File: src/rtl/div_issue_ctrl.sv
// Issue/response controller for the 64-bit iterative divider: operand prep, RISC-V special cases, flush/drain.
// Optional one-entry result cache, enabled by defining DIV_RESULT_CACHE_EN.
module div_issue_ctrl #(
  parameter int XLEN = 64
) (
  input  logic            clk,
  input  logic            reset,
  input  logic            req_valid,
  output logic            req_ready,
  input  logic [1:0]      req_op,
  input  logic            req_word,
  input  logic [XLEN-1:0] req_src1,
  input  logic [XLEN-1:0] req_src2,
  input  logic            flush,
  output logic            resp_valid,
  input  logic            resp_ready,
  output logic [XLEN-1:0] resp_data,
  output logic            div_valid,
  input  logic            div_ready,
  output logic [XLEN-1:0] div_dividend,
  output logic [XLEN-1:0] div_divisor,
  output logic            div_signed,
  input  logic            div_out_valid,
  input  logic [XLEN-1:0] div_quotient,
  input  logic [XLEN-1:0] div_remainder
);

  typedef enum logic [2:0] {S_IDLE, S_ISSUE, S_WAIT, S_RESP, S_DRAIN} state_t;

  state_t          state, state_nxt;
  logic            op_signed_q, op_rem_q, op_word_q;
  logic [XLEN-1:0] dividend_q, divisor_q, resp_data_q;
  logic            req_signed, accept, capture;
  logic            is_dz, is_ovf, special, cache_hit, fast_path;
  logic [XLEN-1:0] prep_a, prep_b, min_neg;
  logic [XLEN-1:0] fast_q, fast_r, fast_sel, fast_data;
  logic [XLEN-1:0] cache_q, cache_r, div_sel, div_data;

  function automatic logic [XLEN-1:0] sext32(input logic [31:0] v);
    return {{(XLEN-32){v[31]}}, v};
  endfunction

  assign req_signed = ~req_op[0];
  assign accept     = req_valid & req_ready & ~flush;
  assign capture    = (state == S_WAIT) & div_out_valid & ~flush;

  always_comb begin
    // NOTE: every always_comb output gets a default first so no path can infer a latch.
    prep_a = req_src1;
    prep_b = req_src2;
    if (req_word) begin
      prep_a = req_signed ? sext32(req_src1[31:0]) : {{(XLEN-32){1'b0}}, req_src1[31:0]};
      prep_b = req_signed ? sext32(req_src2[31:0]) : {{(XLEN-32){1'b0}}, req_src2[31:0]};
    end
  end

  // Most negative value of the op width, as it appears after preparation.
  assign min_neg   = req_word ? {{(XLEN-31){1'b1}}, 31'b0} : {1'b1, {(XLEN-1){1'b0}}};
  assign is_dz     = (prep_b == '0);
  assign is_ovf    = req_signed & (prep_a == min_neg) & (prep_b == '1);
  assign special   = is_dz | is_ovf;
  assign fast_path = special | cache_hit;

  always_comb begin
    fast_q = cache_q;
    fast_r = cache_r;
    if (is_dz) begin
      fast_q = '1;
      fast_r = prep_a;
    end else if (is_ovf) begin
      fast_q = prep_a;
      fast_r = '0;
    end
  end

  assign fast_sel  = req_op[1] ? fast_r : fast_q;
  assign fast_data = req_word ? sext32(fast_sel[31:0]) : fast_sel;
  assign div_sel   = op_rem_q ? div_remainder : div_quotient;
  assign div_data  = op_word_q ? sext32(div_sel[31:0]) : div_sel;

`ifdef DIV_RESULT_CACHE_EN
  logic            c_valid, c_signed, c_word;
  logic [XLEN-1:0] c_dividend, c_divisor, c_quot, c_rem;

  always_ff @(posedge clk or negedge reset) begin
    if (!reset)       c_valid <= 1'b0;
    else if (capture) c_valid <= 1'b1;
  end

  // NOTE: the payload is not reset; c_valid alone qualifies it.
  always_ff @(posedge clk) begin
    if (capture) begin
      c_dividend <= dividend_q;
      c_divisor  <= divisor_q;
      c_signed   <= op_signed_q;
      c_word     <= op_word_q;
      c_quot     <= div_quotient;
      c_rem      <= div_remainder;
    end
  end

  assign cache_hit = c_valid & (c_dividend == prep_a) & (c_divisor == prep_b) &
                     (c_signed == req_signed) & (c_word == req_word);
  assign cache_q   = c_quot;
  assign cache_r   = c_rem;
`else
  assign cache_hit = 1'b0;
  assign cache_q   = '0;
  assign cache_r   = '0;
`endif

  always_ff @(posedge clk or negedge reset) begin
    // NOTE: sequential state uses non-blocking assignments so every flop samples pre-edge values.
    if (!reset) state <= S_IDLE;
    else        state <= state_nxt;
  end

  // Flush outranks every other transition; the divider cannot abort, so an issued op is drained.
  always_comb begin
    state_nxt = state;
    unique case (state)
      S_IDLE:  if (accept) state_nxt = fast_path ? S_RESP : S_ISSUE;
      S_ISSUE: if (flush)          state_nxt = div_ready ? S_DRAIN : S_IDLE;
               else if (div_ready) state_nxt = S_WAIT;
      S_WAIT:  if (flush)              state_nxt = div_out_valid ? S_IDLE : S_DRAIN;
               else if (div_out_valid) state_nxt = S_RESP;
      S_RESP:  if (flush || resp_ready) state_nxt = S_IDLE;
      S_DRAIN: if (div_out_valid) state_nxt = S_IDLE;
      default: state_nxt = S_IDLE;
    endcase
  end

  always_comb begin
    req_ready  = (state == S_IDLE);
    div_valid  = (state == S_ISSUE);
    resp_valid = (state == S_RESP);
  end

  always_ff @(posedge clk or negedge reset) begin
    if (!reset) begin
      op_signed_q <= 1'b0;
      op_rem_q    <= 1'b0;
      op_word_q   <= 1'b0;
      dividend_q  <= '0;
      divisor_q   <= '0;
      resp_data_q <= '0;
    end else if (accept) begin
      op_signed_q <= req_signed;
      op_rem_q    <= req_op[1];
      op_word_q   <= req_word;
      dividend_q  <= prep_a;
      divisor_q   <= prep_b;
      if (fast_path) resp_data_q <= fast_data;
    end else if (capture) begin
      resp_data_q <= div_data;
    end
  end

  assign resp_data    = resp_data_q;
  assign div_dividend = dividend_q;
  assign div_divisor  = divisor_q;
  assign div_signed   = op_signed_q;

endmodule
File: config.mk
export PLATFORM = sky130hd
export DESIGN_NAME = div_issue_ctrl
export DESIGN_NICKNAME = d
export VERILOG_FILES = /design/src/rtl/div_issue_ctrl.sv
export SDC_FILE = /design/constraint.sdc
export NUM_CORES = 1
export LEC_CHECK = 0
export BUFFER_PORTS_ARGS = -buffer_cell sky130_fd_sc_hd__buf_4
export CORE_AREA = 5 5 176 178
export DETAILED_ROUTE_END_ITERATION = 6
export DIE_AREA = 0 0 181 183
export PLACE_DENSITY = 0.64
export REMOVE_ABC_BUFFERS = 1
export SLEW_MARGIN = 25
export SYNTH_ARGS = -nofsm -noshare
export SYNTH_HDL_FRONTEND = slang
export SYNTH_SLANG_ARGS = --single-unit
File: constraint.sdc
create_clock -name clk -period 2.5 [get_ports clk]
set_input_delay 0.5 -clock clk [delete_from_list [all_inputs] [get_ports clk]]
set_output_delay 0.5 -clock clk [all_outputs]
set_load 0.005 [all_outputs]
* Word level (Yosys, flattened, before mapping)
Cells that the tools add are included.
** Storage, ports and cells
- Register bits :: 198
- Input port bits :: 266
** Operators by class
- Equality and inequality tests :: 12
- Multiplexer cells :: 26
- Bitwise logic cells :: 9
- Reductions and logical operators :: 6
** Operators by type and width (count)
- 64-bit 2-to-1 mux :: 14
- 64-bit equality test :: 1
- 64-bit equality test, second input constant :: 1
- 64-bit logical NOT :: 1
- 63-bit 2-to-1 mux :: 1
- 3-bit 2-to-1 mux :: 9
- 3-bit one-hot mux with 5 select lines :: 1
- 1-bit AND :: 6
- 3-bit by 2-bit equality test with 1-bit output, second input constant :: 2
- 2-bit by 1-bit != test with 1-bit output, second input constant :: 3
- 5-bit AND reduction :: 1
- 3-bit by 1-bit equality test with 1-bit output, second input constant :: 1
- 3-bit equality test, second input constant :: 1
- 3-bit logical NOT :: 1
- 3-bit by 2-bit != test with 1-bit output, second input constant :: 1
- 3-bit != test, second input constant :: 1
- 2-bit 2-to-1 mux :: 1
- 2-bit != test, second input constant :: 1
- 1-bit NOT :: 2
- 2-bit AND reduction :: 1
- 2-bit nonzero test :: 1
- 1-bit logical OR :: 1
- 1-bit bitwise OR :: 1

* Longest topological paths before layout
- Word-level depth :: 11
- Depth in mapped cells :: 11

* Worst setup path before layout
Ideal clock, no wire load.
- Path kind :: in2reg
- From :: input port req_src1[24]
- To :: register resp_data_q[21] (netlist: resp_data[21])
- Data arrival time :: 2481 ps
- Data required time :: 2375 ps
- Setup slack :: -106 ps
- Stages on the path :: 8
- Path buffers :: 1
- Cell sequence :: or4_1 > nor4_2 > nand4bb_1 > nor4_4 > o21ai_2 > nand2_1 > buf_4 > mux2_2
** On the way
- Word-level cells in the longest chain between the ends :: 11
** RTL lines
- start, declared :: RTL line 12 : input logic [XLEN-1:0] req_src1,
- 64-bit 2-to-1 mux :: RTL line 52 : prep_a = req_signed ? sext32(req_src1[31:0]) : {{(XLEN-32){1'b0}}, req_src1[31:0]};
- 64-bit 2-to-1 mux * :: RTL line 51 : if (req_word) begin
- 64-bit equality test * :: RTL line 60 : assign is_ovf = req_signed & (prep_a == min_neg) & (prep_b == '1);
- 1-bit AND * (2 in series) :: RTL line 60
- 64-bit 2-to-1 mux :: RTL line 70 : end else if (is_ovf) begin
- 64-bit 2-to-1 mux :: RTL line 67 : if (is_dz) begin
- 64-bit 2-to-1 mux :: RTL line 76 : assign fast_sel = req_op[1] ? fast_r : fast_q;
- 64-bit 2-to-1 mux :: RTL line 77 : assign fast_data = req_word ? sext32(fast_sel[31:0]) : fast_sel;
- 64-bit 2-to-1 mux :: RTL line 153 : if (fast_path) resp_data_q <= fast_data;
- 64-bit 2-to-1 mux :: RTL line 147 : end else if (accept) begin
- end signal, assigned :: RTL line 153
- end signal, assigned :: RTL line 155 : resp_data_q <= div_data;
- end, declared :: RTL line 32 : logic [XLEN-1:0] dividend_q, divisor_q, resp_data_q;
Every way passes the cells marked *; elsewhere a longest branch is shown, timed or not. The select of a mux whose other input is x is not followed.
A chain may end at the register's enable or synchronous reset.

* Worst setup path in the final report
- From :: input port req_src1[8]
- To :: register resp_data_q[36] (netlist: resp_data[36])
The elaborated chain is that of the path after synthesis.

==> qor.yml <==
critical_path:
  cp.required_ps: 2860
  arrival_ps: 2750
  critPathCaptureType: "flop"
  max_stage_delay_ps: 540
  path_class: "in -> reg"
  cp_max_fo: 8
  crit_chain: "buf_4 -> or4_4 -> or4_4 -> nor4_4 -> buf_4 -> nand4_1 -> o211ai_1 -> bufbuf_16 -> a21o_1 -> a22o_1"
  crit_slowest_cell: "or4_4"
  start_kind: "input pin"
sta:
  finalCritPeriodShare_pct: 95.9
  tightestPinTransition_ps: 597
  slew_headroom_pct: 60.1
  final-setup-viol-count: 0
  max_freq_ghz: 0.417
  finalMaxSlewViolations: 0
  skew_ps: 16.2
  fin_ws_ps: 104
  min_period_ps: 2400
  hold_viol_final: 0
clock_tree:
  cts_tree: "done"
  clk_path_buf_depth: 2
  htreeDepth: 4
  insertion_delay_ps: 430
  cts_num_sinks: 198
  root_buffer: "clkbuf_16"
  cts_buffers: 17
  clk_pin_slew_ps: 80
synthesis:
  synth_top_area_share_pct: 48.2
  seq_area_frac_synth_pct: 48.2
  ys_ff_latch: 198
  synthTopCellsByCount: "nand2_1, dfrtp_1, o21ai_0"
  synth_area_leaders: "dfrtp_1, nand2_1, o21ai_0"
  yosysMostFrequentCell: "nand2_1"
  synthArstFlopShare_pct: 100
  synth_area_um2: 10300
  syn_inst: 1148
  yosysWarnings: 0
  synth_ff_type: "dfrtp_1"
  synthDistinctLibCells: 53
  synth_edf_count: 0
  syn_area_per_cell_um2: 8.96
  synth_largest_area_cell: "dfrtp_1"
placed_design:
  hpwl_mm: 32.9
  place_congestion: 0.921
  portBuffers: 461
  dp_slack_ps: -615
  dp.cells: 2044
min_path:
  holdCritPathClass: "in -> async"
pwr:
  leakagePower_uw: 0.00802
  ir_worst_vdd_v: 0.000502
  finalPower_uw: 15400
  power.density_nw_per_um2: 973
global_route:
  antenna_found_initial: 0
  grt_max_degree: 109
  grt_pass1_vias: 11200
  gr-usage-all-layers_pct: 25.1
  grt_overflow: 0
  grt_pass1_wl_mm: 65.6
cells_and_area:
  area_growth_pct: 54.0
  drive_gt1_share_pct: 40.3
  fin_nets: 1944
  instances_no_fill: 2081
  antenna_cells: 0
status:
  status: "finished clean"
drt:
  route.met2.wl_mm: 22.0
  drc: 0
  wirelength_mm: 43.2
  dr.max_layer_used: "met4"
  routedWlPerCell_um: 20.8
  met1Wirelength_mm: 17.0
  wl_met3_mm: 3.33
  viasPerCell: 5.21
  ant_nets: 0
  vias: 10800
  firstDrtPassIters: 5
  drtIter0Drc: 718
die:
  die_w_um: 181
  pin_count: 462
  core_area_um2: 29200
  die-height_um: 183
  initial_utilization_pct: 35.2
  rows: 63
  dieArea_um2: 33100
run:
  max_cap_violations: 0
worst paths after layout:
path                       slack (ps)  depth (start not counted)                to              from
max                               100                         10     resp_data[36]       req_src1[8]
max in group asynchronous        1680                          2   div_divisor[32]             reset
max reg2reg                       320                          7  div_dividend[16]          state[0]
min reg2reg                       480                          2  div_dividend[25]  div_dividend[25]
min                                50                          1     resp_data[27]             reset
min in group clk                  290                          3   div_divisor[29]      req_src2[29]
power breakdown:
group	total (uW)	switching, uW	internal [uW]
combinational	6860	3170	3690
clock	2820	1430	1390
sequential	5730	970	4760
total	15400	5570	9830
cell usage in the layout (no fill, tap or decap), drive strengths merged, types with 6 or more instances in the layout:
| cell type | instances |
|---|---|
| nand2 | 296 |
| buf | 602 |
| mux2 | 32 |
| nand4b | 6 |
| o21ai | 130 |
| inv | 11 |
| o211ai | 34 |
| mux2i | 63 |
| nor2 | 46 |
| a22o | 30 |
| nor3 | 7 |
| a21o | 30 |
| dfrtp | 198 |
| nand4 | 22 |
| a21oi | 68 |
| nor4 | 35 |
| clkbuf | 21 |
per-stage QoR:
step / hold WS [ps] / area [um2] / TNS [ps] / util [%]
2_1_floorplan: 204 / 9880 / -744470 / -
3_3_place_gp: 457 / 15100 / -36950 / 51.5
3_5_place_dp: 463 / 15100 / -37180 / 51.5
4_1_cts: 65.3 / 15700 / 0 / 53.8
5_1_grt: 71.1 / 15800 / -95.5 / 54.1
6_report: 53.0 / 15800 / 0 / 54.1
per-layer routing:
layer	GRT usage (%)	up-vias
li1	-	5132
met1	30.8	5207
met2	44.5	459
met3	6.60	44
met4	5.76	0
met5	0	-
worst max-delay path: cells and delay by family:
family	cells	cell delay [ps]
AND/OR/NAND/NOR	4	1250
AO/OA/AOI/OAI	3	400
buffers and inverters	3	600
state kept, by name, indices dropped and copies added (netlist names):
signal	cells
div_signed	1
div_dividend	64
state	3
div_divisor	64
op_rem_q	1
resp_data	64
op_word_q	1
layout make-up:
cell class                      count  area (um2)
Clock buffer                       19         453
Clock inverter                     13         129
Fill cell                        2757       13400
Inverter                            4        15.0
Multi-Input combinational cell    852        5040
Sequential cell                   198        4960
Tap cell                          390         488
Timing Repair Buffer              605        4750
cell families (layout without fill, tap and decap cells):
group	after synthesis	after routing	synth area share, %
multiplexers	97	97	10.1
buffers and inverters	98	641	4.03
AND/OR/NAND/NOR	448	448	19.6
AO/OA/AOI/OAI	307	307	18.1
flip-flops	198	198	48.2
timing repair:
| item | CTS | global route |
|---|---|---|
| resized for setup | 8 | 14 |
| hold buffers | 0 | 0 |
| buffers inserted | 2 | 0 |
| gates cloned | 2 | 1 |
| pin swaps | 4 | 5 |
| endpoints found under the setup margin | 64 | 62 |
Note: power is estimated with default switching activity, not from simulation.
